$ cat src/rtl/divider32_seq_pkg.sv
// Shared ALU divider definitions: state encoding, iteration count, divide-by-zero quotient.
package divider32_seq_pkg;

    typedef enum logic [1:0] {
        IDLE = 2'd0,
        RUN  = 2'd1,
        FIX  = 2'd2
    } div_state_e;

    localparam int unsigned DIV_ITER = 32;
    localparam int unsigned CNT_W    = $clog2(DIV_ITER);

    localparam logic [31:0] DIV0_QUOTIENT = 32'hFFFFFFFF;

endpackage

$ cat src/rtl/divider32_seq_subtractor32.sv
// 32-bit ripple subtractor: difference = a - b - borrow_in, borrow_out set when the result wrapped.
module subtractor32 (
    input  logic [31:0] a,
    input  logic [31:0] b,
    input  logic        borrow_in,
    output logic [31:0] difference,
    output logic        borrow_out
);

    logic [32:0] sum;

    // a + ~b + ~borrow_in; a carry out of bit 31 means no borrow.
    assign sum        = {1'b0, a} + {1'b0, ~b} + {32'd0, ~borrow_in};
    assign difference = sum[31:0];
    assign borrow_out = ~sum[32];

endmodule

$ cat src/rtl/divider32_seq.sv
// Iterative 32-bit restoring divider, signed/unsigned DIV and REM, one quotient bit per cycle.
module divider32_seq
    import divider32_seq_pkg::*;
(
    input  logic        clock,
    input  logic        reset,
    input  logic        start,
    input  logic        isSigned,
    input  logic [31:0] dividend,
    input  logic [31:0] divisor,
    output logic        busy,
    output logic        done,
    output logic [31:0] quotient,
    output logic [31:0] remainder,
    output logic        divByZero
);

    div_state_e       state_q, state_d;
    logic [CNT_W-1:0] cnt_q;
    logic [31:0]      p_q, q_q, d_q;
    logic             q_neg_q, r_neg_q, dz_q;
    logic [31:0]      quotient_q, remainder_q;
    logic             div_by_zero_q, done_q;

    logic [31:0] pshift;
    logic        carry;
    logic [31:0] run_a, run_b, run_diff;
    logic        run_borrow;
    logic [31:0] neg_b, neg_diff;
    logic        neg_borrow;
    logic        accept;
    logic        dz_in;
    logic [31:0] mag_dividend, mag_divisor;

    assign pshift = {p_q[30:0], q_q[31]};
    assign carry  = p_q[31];

    // The RUN subtractor is otherwise idle, so it also negates the dividend at load and P in FIX.
    always_comb begin
        run_a = '0;
        run_b = dividend;
        unique case (state_q)
            RUN: begin
                run_a = pshift;
                run_b = d_q;
            end
            FIX:     run_b = p_q;
            default: run_b = dividend;
        endcase
    end

    assign neg_b = (state_q == FIX) ? q_q : divisor;

    subtractor32 u_sub_run (
        .a          (run_a),
        .b          (run_b),
        .borrow_in  (1'b0),
        .difference (run_diff),
        .borrow_out (run_borrow)
    );

    subtractor32 u_sub_neg (
        .a          (32'd0),
        .b          (neg_b),
        .borrow_in  (1'b0),
        .difference (neg_diff),
        .borrow_out (neg_borrow)
    );

    assign accept       = carry | ~run_borrow;
    // 0 - divisor borrows exactly when the divisor is non-zero.
    assign dz_in        = ~neg_borrow;
    assign mag_dividend = (isSigned & dividend[31]) ? run_diff : dividend;
    assign mag_divisor  = (isSigned & divisor[31]) ? neg_diff : divisor;

    always_ff @(posedge clock or posedge reset) begin
        if (reset) begin
            state_q <= IDLE;
        end else begin
            state_q <= state_d;
        end
    end

    always_comb begin
        state_d = state_q;
        unique case (state_q)
            IDLE: begin
                if (start) begin
                    state_d = dz_in ? FIX : RUN;
                end
            end
            RUN: begin
                if (cnt_q == '0) begin
                    state_d = FIX;
                end
            end
            FIX:     state_d = IDLE;
            default: state_d = IDLE;
        endcase
    end

    always_ff @(posedge clock or posedge reset) begin
        if (reset) begin
            cnt_q         <= '0;
            p_q           <= '0;
            q_q           <= '0;
            d_q           <= '0;
            q_neg_q       <= 1'b0;
            r_neg_q       <= 1'b0;
            dz_q          <= 1'b0;
            quotient_q    <= '0;
            remainder_q   <= '0;
            div_by_zero_q <= 1'b0;
            done_q        <= 1'b0;
        end else begin
            done_q <= 1'b0;
            unique case (state_q)
                IDLE: begin
                    if (start) begin
                        cnt_q   <= CNT_W'(DIV_ITER - 1);
                        p_q     <= '0;
                        d_q     <= mag_divisor;
                        // On divide by zero Q carries the raw dividend through to the remainder.
                        q_q     <= dz_in ? dividend : mag_dividend;
                        q_neg_q <= isSigned & (dividend[31] ^ divisor[31]);
                        r_neg_q <= isSigned & dividend[31];
                        dz_q    <= dz_in;
                    end
                end
                RUN: begin
                    if (cnt_q != '0) begin
                        cnt_q <= cnt_q - 1'b1;
                    end
                    p_q <= accept ? run_diff : pshift;
                    q_q <= {q_q[30:0], accept};
                end
                FIX: begin
                    if (dz_q) begin
                        quotient_q  <= DIV0_QUOTIENT;
                        remainder_q <= q_q;
                    end else begin
                        quotient_q  <= q_neg_q ? neg_diff : q_q;
                        remainder_q <= r_neg_q ? run_diff : p_q;
                    end
                    div_by_zero_q <= dz_q;
                    done_q        <= 1'b1;
                end
                default: ;
            endcase
        end
    end

    assign busy      = (state_q != IDLE);
    assign done      = done_q;
    assign quotient  = quotient_q;
    assign remainder = remainder_q;
    assign divByZero = div_by_zero_q;

endmodule

$ cat config.mk
export PLATFORM = sky130hd
export DESIGN_NAME = divider32_seq
export DESIGN_NICKNAME = d
export VERILOG_FILES = /design/src/rtl/divider32_seq_pkg.sv /design/src/rtl/divider32_seq_subtractor32.sv /design/src/rtl/divider32_seq.sv
export SDC_FILE = /design/constraint.sdc
export NUM_CORES = 1
export LEC_CHECK = 0
export BUFFER_PORTS_ARGS = -buffer_cell sky130_fd_sc_hd__buf_2
export CAP_MARGIN = 40
export CORE_UTILIZATION = 66
export CTS_BUF_LIST = sky130_fd_sc_hd__clkbuf_4 sky130_fd_sc_hd__clkbuf_8
export DETAILED_ROUTE_END_ITERATION = 8
export PLACE_DENSITY = 0.88
export REMOVE_ABC_BUFFERS = 1
export SETUP_SLACK_MARGIN = 0.5
export SLEW_MARGIN = 5
export SYNTH_ARGS = -nofsm -noshare
export SYNTH_HDL_FRONTEND = slang
export SYNTH_SLANG_ARGS = --single-unit
$ cat constraint.sdc
create_clock -name clock -period 10.8 [get_ports clock]
set_input_delay 1.62 -clock clock [delete_from_list [all_inputs] [get_ports clock]]
set_output_delay 1.62 -clock clock [all_outputs]
set_load 0.02 [all_outputs]
==> Yosys cells after proc, flatten, opt, wreduce, memory -nomap -nowiden <==
Index checks and enable logic that the tools add are counted.
W data, S select, Z words.
{ "op_classes": {"n_addsub": 4, "eq_ne": 5, "muxes": 23, "bitwise": 7, "n_reduce_logical": 9} }
{ "ops": {"columns": ["cell", "n"], "rows": [
  ["$mux W32", 12],
  ["$pmux W32 S2", 3],
  ["$not A32 Y32", 2],
  ["$add A32 B1 Y33 const B", 1],
  ["$add A32 B32 Y33", 1],
  ["$add A33 B1 Y33 const B", 1],
  ["$mux W5", 2],
  ["$pmux W5 S2", 1],
  ["$mux W2", 3],
  ["$ne A2 B2 Y1 const B", 3],
  ["$reduce_and A2 Y1", 3],
  ["$logic_not A5 Y1", 1],
  ["$reduce_bool A5 Y1", 1],
  ["$sub A5 B1 Y5 const B", 1],
  ["$pmux W2 S2", 1],
  ["$reduce_bool A2 Y1", 2],
  ["$and A1 B1 Y1", 3],
  ["$reduce_and A3 Y1", 1],
  ["$eq A2 B1 Y1 const B", 1],
  ["$eq A2 B2 Y1 const B", 1],
  ["$logic_not A2 Y1", 1],
  ["$mux W1", 1],
  ["$or A1 B1 Y1", 1],
  ["$xor A1 B1 Y1", 1]
]} }
{ "totals": {"reg_bits": 172, "input_bits": 68, "output_inout_bits": 67, "elab_cells": 60} }

==> Logic depth before layout (Yosys ltp) <==
Gate-level depths: netlist of run 1.
{ "depth": {"ltp_word": 9, "mapped_depth": 24, "ltp_nobuf": 16} }

==> Modules after synthesis <==
From an unflattened synthesis of run 1, not the netlist that was laid out.
{ "hier_totals": {"hier_cells": 1592, "hier_area_um2": 13595.5} }
{ "by_module_without_submodules": {"columns": ["mod", "instances", "cells_per_inst", "area_each_um2", "seq_area_each_um2"], "rows": [
  ["divider32_seq", 1, 1014, 9816.9, 4304.1],
  ["subtractor32", 2, 289, 1889.3, 0.0]
]} }

==> Least setup slack after synthesis of run 1 <==
OpenSTA, ideal clock, no wires.
{ "synth_path": {"path_kind": "register to register", "startpoint": "register state_q[0]", "endpoint": "register p_q[22]", "arrival_time_ns": 5.329, "required_time_ns": 10.666, "slack_ns": 5.337, "stages_incl_launch_ff": 24, "path_buffers": 8, "synth_period_minus_slack_ns": 5.463, "cell_sequence": "dfrtp_1 -> inv_1 -> ha_1 -> buf_6 -> buf_4 -> clkbuf_1 -> clkbuf_1 -> buf_2 -> clkbuf_1 -> clkbuf_1 -> a22oi_1 -> nand2_1 -> o21ai_0 -> ha_1 -> a21o_1 -> a21oi_1 -> a2111oi_0 -> o21ai_1 -> o21ai_2 -> a2111oi_1 -> o21ai_2 -> buf_2 -> mux2i_1 -> o21ai_0"} }
{ "synth_between": {"elab_chain_cells": 8, "elab_cells_between_ends": 14, "classes_between": "2 x add/sub; 3 x eq/ne; 4 x mux; 2 x bitwise; 3 x reduce/logical"} }
{ "synth_lines": {"columns": ["item", "line_no", "text"], "rows": [
  ["start: declaration", "divider32_seq.sv:18", "div_state_e state_q, state_d;"],
  ["start signal: assignment", "divider32_seq.sv:80", "state_q <= state_d;"],
  ["$eq A2 B2 Y1 or $eq A2 B1 Y1 (tied branches)", "divider32_seq.sv:42, divider32_seq.sv:117", null],
  ["$pmux W32 S2", "divider32_seq.sv:42", "unique case (state_q)"],
  ["$not A32 Y32", "divider32_seq_subtractor32.sv:13", "assign sum = {1'b0, a} + {1'b0, ~b} + {32'd0, ~borrow_in};"],
  ["$add A32 B32 Y33", "divider32_seq_subtractor32.sv:13", null],
  ["$add A33 B1 Y33", "divider32_seq_subtractor32.sv:13", null],
  ["$or A1 B1 Y1", "divider32_seq.sv:70", "assign accept = carry | ~run_borrow;"],
  ["$mux W32", "divider32_seq.sv:134", "p_q <= accept ? run_diff : pshift;"],
  ["$pmux W32 S2", "divider32_seq.sv:117", "unique case (state_q)"],
  ["end signal: assignment", "divider32_seq.sv:134", null],
  ["end: declaration", "divider32_seq.sv:20", "logic [31:0] p_q, q_q, d_q;"]
]} }
Several ways; a longest one is shown, not always the timed one.
A chain may end at the register's enable or synchronous reset.

==> Final worst setup path of run 1 <==
{ "layout_path": {"startpoint": "register state_q[1]", "endpoint": "register p_q[23]"} }
Same word-level chain as after synthesis.

==> flow_summary.toml, run 1 <==
[setup_path]
critPathRequiredTime_ns = 11.14
crit_type = "register to register"
cp-start-kind = "register"
end_kind = "register"
cp_max_fo = 60
arrival_ns = 6.32

[synth]
seq_area_frac_synth = 0.347
netlist_area_mm2 = 0.0124
yosysWarnings = 0
netlist-cell-type-count = 68
synth.avg_cell_area_um2 = 7.97
synthArstFlopShare = 1.00
ys.flop_type = "dfrtp_1"
synth-seq-cells = 172
syn_inst = 1557
synth_edf_count = 0

[placement]
place_inst = 1833
hpwl_um = 26900
pre_cts_ws_ns = 5.01
place.gp.congestion = 0.969
portBuffers = 134
placed_area_mm2 = 0.0133

[floorplanning]
die_h_um = 139
core_area_mm2 = 0.0182
io_pins = 135
rows = 49
initial_utilization = 0.682
dieWidth_um = 139
die_area_mm2 = 0.0194

[final_layout]
multiInputGateArea_mm2 = 0.00759
fin_nets = 1732
layout-drive-gt1-share = 0.142
design_area_mm2 = 0.0137
stdcell_count = 1866
area_growth_pct = 10.1
n_fill_cell = 1383
postLayoutCoreUtil = 0.750
layout.area.seq_mm2 = 0.00431

[power_and_ir_drop]
power_density_mw_per_mm2 = 291
ir_worst_vdd_uv = 173
leakage_nw = 5.75
power_mw = 3.98

[grt]
grt_overflow = 0
grt_max_degree = 81
grt_use_total = 0.406
grt_pass1_vias = 11900
antenna_found_initial = 1
grt_first_pass_wirelength_um = 61900

[sta]
max_freq_mhz = 167
hold_viol = 0
setup_viol = 0
clock_skew_ns = 0.0194
rsz0062_at_grt = "false"
holdWs_ns = 0.497
drv_slew = 0
final.min_clock_period_ns = 5.98
tightest_slew_ns = 0.871
setup_ws_ns = 4.82
fin_crit_sh = 0.554
slew_headroom = 0.420
fin_setup_tns_ns = 0

[run_status]
status = "complete, but fails checks"
failed_checks = "DRC"

[route]
top_layer_used = "met4"
drc = 26
wl_per_cell_um = 20.7
postRouteWirelength_um = 38600
dr.first_iter.drc_count = 1337
viasPerCell = 6.65
drt_first_pass_iters = 9
wl_met1_um = 15100
vias = 12400
dr_wl_met3_um = 3420
drt.antenna.violating_nets = 0
route.met2.wl_um = 17900

[clock_network]
clk_latency_ns = 0.49
clk_path_buf_depth = 2
clk_pin_slew_worst_paths_ns = 0.10
cts_tree = "done"
cts_root_buf = "clkbuf_8"
ctsHoldBuffers = 0
cts_setup_buffers = 0
cts_htree_levels = 4
cts_sinks = 172
post_cts_resized = 0
cts_inserted_buffers = 17

[flow_run]
drv_cap = 0

[hold_path]
hp-class = "register to register"
-- Yosys cell counts (4+ instances only) --
library cell,count,share of area
a211oi_1,24,0.015
a21o_1,12,0.0073
a21oi_1,147,0.059
a22oi_1,37,0.022
a31oi_1,8,0.0040
and2_1,33,0.017
and3_1,5,0.0025
buf_1,6,0.0018
buf_2,9,0.0036
clkbuf_1,91,0.028
dfrtp_1,172,0.35
ha_1,40,0.040
inv_1,40,0.012
mux2_2,16,0.015
mux2i_1,78,0.063
nand2_1,213,0.064
nand3_1,15,0.0060
nand3b_1,8,0.0048
nand4_1,5,0.0025
nor2_1,128,0.039
nor2b_1,23,0.012
nor3_1,32,0.013
nor3b_1,11,0.0067
nor4_1,4,0.0020
o211ai_1,5,0.0030
o21a_1,6,0.0036
o21ai_0,172,0.069
o21ai_1,40,0.016
o22a_1,9,0.0064
o22ai_1,22,0.011
o31ai_1,5,0.0030
or3_1,14,0.0071
xnor2_1,49,0.035
xor2_1,21,0.015
-- final cells by class --
| class | count | share of cell area |
|---|---|---|
| clock inverter | 14 | 0.0111 |
| clock buffer | 18 | 0.0181 |
| antenna | 1 | 0.000183 |
| sequential | 172 | 0.315 |
| inverter | 40 | 0.0114 |
| multi-input combinational | 1236 | 0.556 |
| tap | 229 | 0.0210 |
| timing repair buffer | 156 | 0.0670 |
-- worst max-delay path, stage by stage (launching register included) --
cell and delay, ns:
dfrtp_1 0.46, inv_1 0.11, ha_2 0.69, buf_4 0.61, a22oi_1 0.19, nand2_1 0.09, o21ai_0 0.08, ha_1 0.36
a21oi_1 0.11, nand4b_1 0.26, a2111oi_0 0.64, o21ai_1 0.20, o21ai_2 0.38, a2111oi_1 0.19, o21ai_4 0.58, buf_4 0.49
mux2i_1 0.22, o21ai_0 0.10
-- sequential cells by signal, indices dropped and copies added (netlist names) --
signal,count
q_neg_q,1
r_neg_q,1
remainder,32
p_q,32
cnt_q,5
q_q,32
d_q,32
divByZero,1
state_q,2
done,1
dz_q,1
quotient,32
-- layer usage --
layer  up-vias  track usage
met3       174       0.0615
met5         -            0
met4         0        0.222
met2       773        0.666
met1      5816        0.517
li1       5650            -
-- placed cells by master, fill, tap and decap left out, types with 33 or more instances in the layout --
cell     instances
a22oi_1         37
o21ai_0        172
ha_1            36
buf_2          134
and2_1          33
o21ai_1         39
nand2_1        212
xnor2_1         49
inv_1           39
dfrtp_1        169
nor2_1         128
mux2i_1         78
a21oi_1        146
-- report_power, final --
group          leakage, nW  internal [mW]  switching, mW
clock network        0.190          0.197          0.279
registers             2.12          0.880          0.270
logic                 3.44          0.837           1.52
total                 5.75           1.91           2.07
-- kinds of logic after synthesis --
logic type               synth area share
AO/OA/AOI/OAI                       0.245
XOR/XNOR                           0.0494
adder cells (fa/ha/maj)            0.0419
buffers and inverters              0.0472
flip-flops                          0.347
multiplexers                       0.0796
AND/OR/NAND/NOR                     0.190
-- worst paths after layout --
check | startpoint | to | slack [ns] | depth (start not counted)
setup / recovery | state_q[1] | p_q[23] | 4.82 | 17
max in group asynchronous | reset | p_q[23] | 8.40 | 3
hold reg to reg | d_q[8] | d_q[8] | 0.50 | 2
setup reg to reg | state_q[1] | p_q[23] | 4.82 | 17
min in group asynchronous | reset | remainder[30] | 1.14 | 2
hold / removal | d_q[8] | d_q[8] | 0.50 | 2
Note: power is estimated with default switching activity, not from simulation.
==> run 2: changes to the inputs <==
--- a/config.mk
+++ b/config.mk
@@ -5,12 +5,13 @@
 export SDC_FILE = /design/constraint.sdc
 export NUM_CORES = 1
 export LEC_CHECK = 0
+export ABC_AREA = 1
 export BUFFER_PORTS_ARGS = -buffer_cell sky130_fd_sc_hd__buf_2
 export CAP_MARGIN = 40
-export CORE_UTILIZATION = 66
+export CORE_UTILIZATION = 62
 export CTS_BUF_LIST = sky130_fd_sc_hd__clkbuf_4 sky130_fd_sc_hd__clkbuf_8
 export DETAILED_ROUTE_END_ITERATION = 8
-export PLACE_DENSITY = 0.88
+export PLACE_DENSITY = 0.83
 export REMOVE_ABC_BUFFERS = 1
 export SETUP_SLACK_MARGIN = 0.5
 export SLEW_MARGIN = 5
==> constraint.sdc (replaced) <==
create_clock -name clock -period 5.9 [get_ports clock]
set_input_delay 0.885 -clock clock [delete_from_list [all_inputs] [get_ports clock]]
set_output_delay 0.885 -clock clock [all_outputs]
set_load 0.02 [all_outputs]
==> run 2 against run 1 <==
  * The flow now finishes without violations
  * Hold slack got worse by 0.0099 ns
  * Routed wire length up 28%
  * Utilization down 5.7 points
  * Critical endpoint is now p_q[19]
  * Highest routed layer unchanged
==> flow_summary.toml, run 2 <==
[sta]
final.min_clock_period_ns = 4.34
fin_crit_sh = 0.735
hold_viol = 0
max_freq_mhz = 231
rsz0062_at_grt = "false"
slew_headroom = 0.377
setup_viol = 0
clock_skew_ns = 0.0210
holdWs_ns = 0.487
drv_slew = 0
tightest_slew_ns = 0.929

[floorplanning]
die_h_um = 149
io_pins = 135
core_area_mm2 = 0.0212
initial_utilization = 0.635
dieWidth_um = 149
rows = 53
die_area_mm2 = 0.0223

[synth]
synth_top_family_by_area = "simple AND/OR/NAND/NOR gates"
ys_top_cells_by_count = "773 x nand2_1, 269 x inv_1, 178 x a21oi_1, 172 x dfrtp_1, 149 x o21ai_0"
ys_top_cells_by_area = "dfrtp_1 32%, nand2_1 22%, inv_1 7.5%"
yosysMostFrequentCell = "nand2_1"
synthMuxAreaShare = 0
synth-xor-area-share = 0.0228
synth.largest_area_cell = "dfrtp_1"
yosysWarnings = 0
synthSimpleGateAreaFrac = 0.327
netlist-cell-type-count = 48
netlist_area_mm2 = 0.0134
yosys.area_share.adder = 0.0387
syn_inst = 2131
synth-seq-cells = 172
seq_area_frac_synth = 0.320
synthArstFlopShare = 1.00
ys.flop_type = "dfrtp_1"
yosys.area.top_type_share = 0.320
synth.avg_cell_area_um2 = 6.30
synth_edf_count = 0
synth_compound_area_frac = 0.177

[final_layout]
layout-drive-gt1-share = 0.108
area_growth_pct = 9.11
layout_common_cells = "773 x nand2_1, 266 x inv_1, 177 x a21oi_1, 172 x dfrtp_1, 149 x o21ai_0"
mostFrequentLayoutCell = "nand2_1"
antenna_cells = 0
fin_nets = 2318

[power_and_ir_drop]
p_clk_frac = 0.097
switching_share = 0.578
power_mw = 9.32
p_seq_frac = 0.235
p_int_mw = 3.93
ir_worst_vdd_uv = 346
leakage_nw = 8.06
comb_power_share = 0.668
power_density_mw_per_mm2 = 636
p_switching_mw = 5.38

[flow_run]
drv_cap = 0

[clock_network]
cts_inserted_buffers = 17
clk_pin_slew_worst_paths_ns = 0.10
post_cts_resized = 0
cts_root_buf = "clkbuf_8"
cts_tree = "done"
cts_sinks = 172
cts_setup_buffers = 0
clk_latency_ns = 0.49
cts_htree_levels = 4
clk_path_buf_depth = 2
ctsHoldBuffers = 0

[grt]
antenna_found_initial = 0
grt_max_degree = 88
grt_use_total = 0.453
grt_first_pass_wirelength_um = 76300
grt_pass1_vias = 14200
grt_overflow = 0

[route]
drt.antenna.violating_nets = 0
dr.first_iter.drc_count = 1799
wl_per_cell_um = 19.8
vias = 15000
postRouteWirelength_um = 49600
drt_first_pass_iters = 7
viasPerCell = 6.02
drc = 0

[setup_path]
end_kind = "register"
arrival_ns = 4.75
reg2reg_depth = 20
crit_type = "register to register"
critPathRequiredTime_ns = 6.32
cp-start-kind = "register"
cp_max_fo = 40

[placement]
hpwl_um = 35900
place.gp.congestion = 1.06
portBuffers = 134

[hold_path]
hp-class = "register to register"
hold_depth = 2

[run_status]
status = "finished, final reports clean"
==> run 2: cell types whose count changed in the layout (fill, tap and decap cells not counted), sizes merged, moves of 33 or more <==
cell    before  now
xnor2       49   12
nand2      214  785
mux2i       80    0
nand3       15  105
and2        34    1
o211ai       6   43
a22oi       37    0
inv         47  278
==> run 2: kinds of logic after synthesis <==
family | count (synthesis)
fa+ha+maj | 41
compound gates | 432
xor+xnor | 35
buf+inv | 376
simple gates | 1075
flops | 172
==> run 2: through the flow <==
| stage | setup TNS (ns) | cell area, um^2 | std cells | utilization | setup slack, ns |
|---|---|---|---|---|---|
| final | 0 | 14700 | 2497 | 0.693 | 1.56 |
| after detailed placement | 0 | 14300 | 2465 | 0.674 | 1.72 |
| after floorplan | -17.66 | 12900 | 2031 | - | -1.21 |
| after global routing | 0 | 14700 | 2497 | 0.693 | 1.21 |
| after global placement | 0 | 14200 | 2461 | 0.669 | 1.84 |
| after CTS | 0 | 14700 | 2497 | 0.693 | 1.70 |
==> run 2: path summary, 6_finish.rpt <==
check,start,to,slack (ns)
max,state_q[1],p_q[19],1.56
min,remainder[25],remainder[25],0.49
max reg2reg,state_q[1],p_q[19],1.56
min reg2reg,remainder[25],remainder[25],0.49
max in group asynchronous,reset,p_q[19],3.98
min in group asynchronous,reset,quotient[4],0.52
==> run 2: cell type report <==
type / instances / area, um^2
fillers: 1921 / 6500
flip-flops and latches: 172 / 4300
repair buffers: 159 / 922
well taps: 275 / 344
multi-input cells: 1583 / 7630
clock buffers: 19 / 262
inverters: 276 / 1050
clock inverters: 13 / 143
==> run 2: routing by layer <==
layer	share of wire	GRT usage	vias up
met3	0.11	0.0917	259
li1	-	-	6912
met2	0.45	0.722	1069
met4	0.076	0.311	0
met1	0.36	0.550	6784
met5	0	0	-
==> run 2: worst max-delay path: stages (launching register included) <==
cell	delay (ns)
dfrtp_1	0.40
inv_1	0.11
ha_2	0.79
buf_4	0.41
o21ai_0	0.15
ha_1	0.37
nand2_1	0.10
inv_1	0.09
nand2_1	0.09
nor3_1	0.15
nand2_1	0.07
nand2_1	0.14
nand2_1	0.09
nand2_1	0.10
nand2_1	0.06
nand2_1	0.07
buf_4	0.41
nand2_1	0.09
inv_1	0.31
o21ai_0	0.14
nand2_1	0.08
==> run 2: power groups by stage <==
stage	Clock (mW)	Sequential, mW	Combinational [mW]
after floorplan	0	2.27	3.93
final	0.903	2.19	6.22
after global routing	0.934	2.21	6.82
after CTS	0.895	2.15	6.05
after global placement	0	2.16	5.83
after detailed placement	0	2.17	6.01
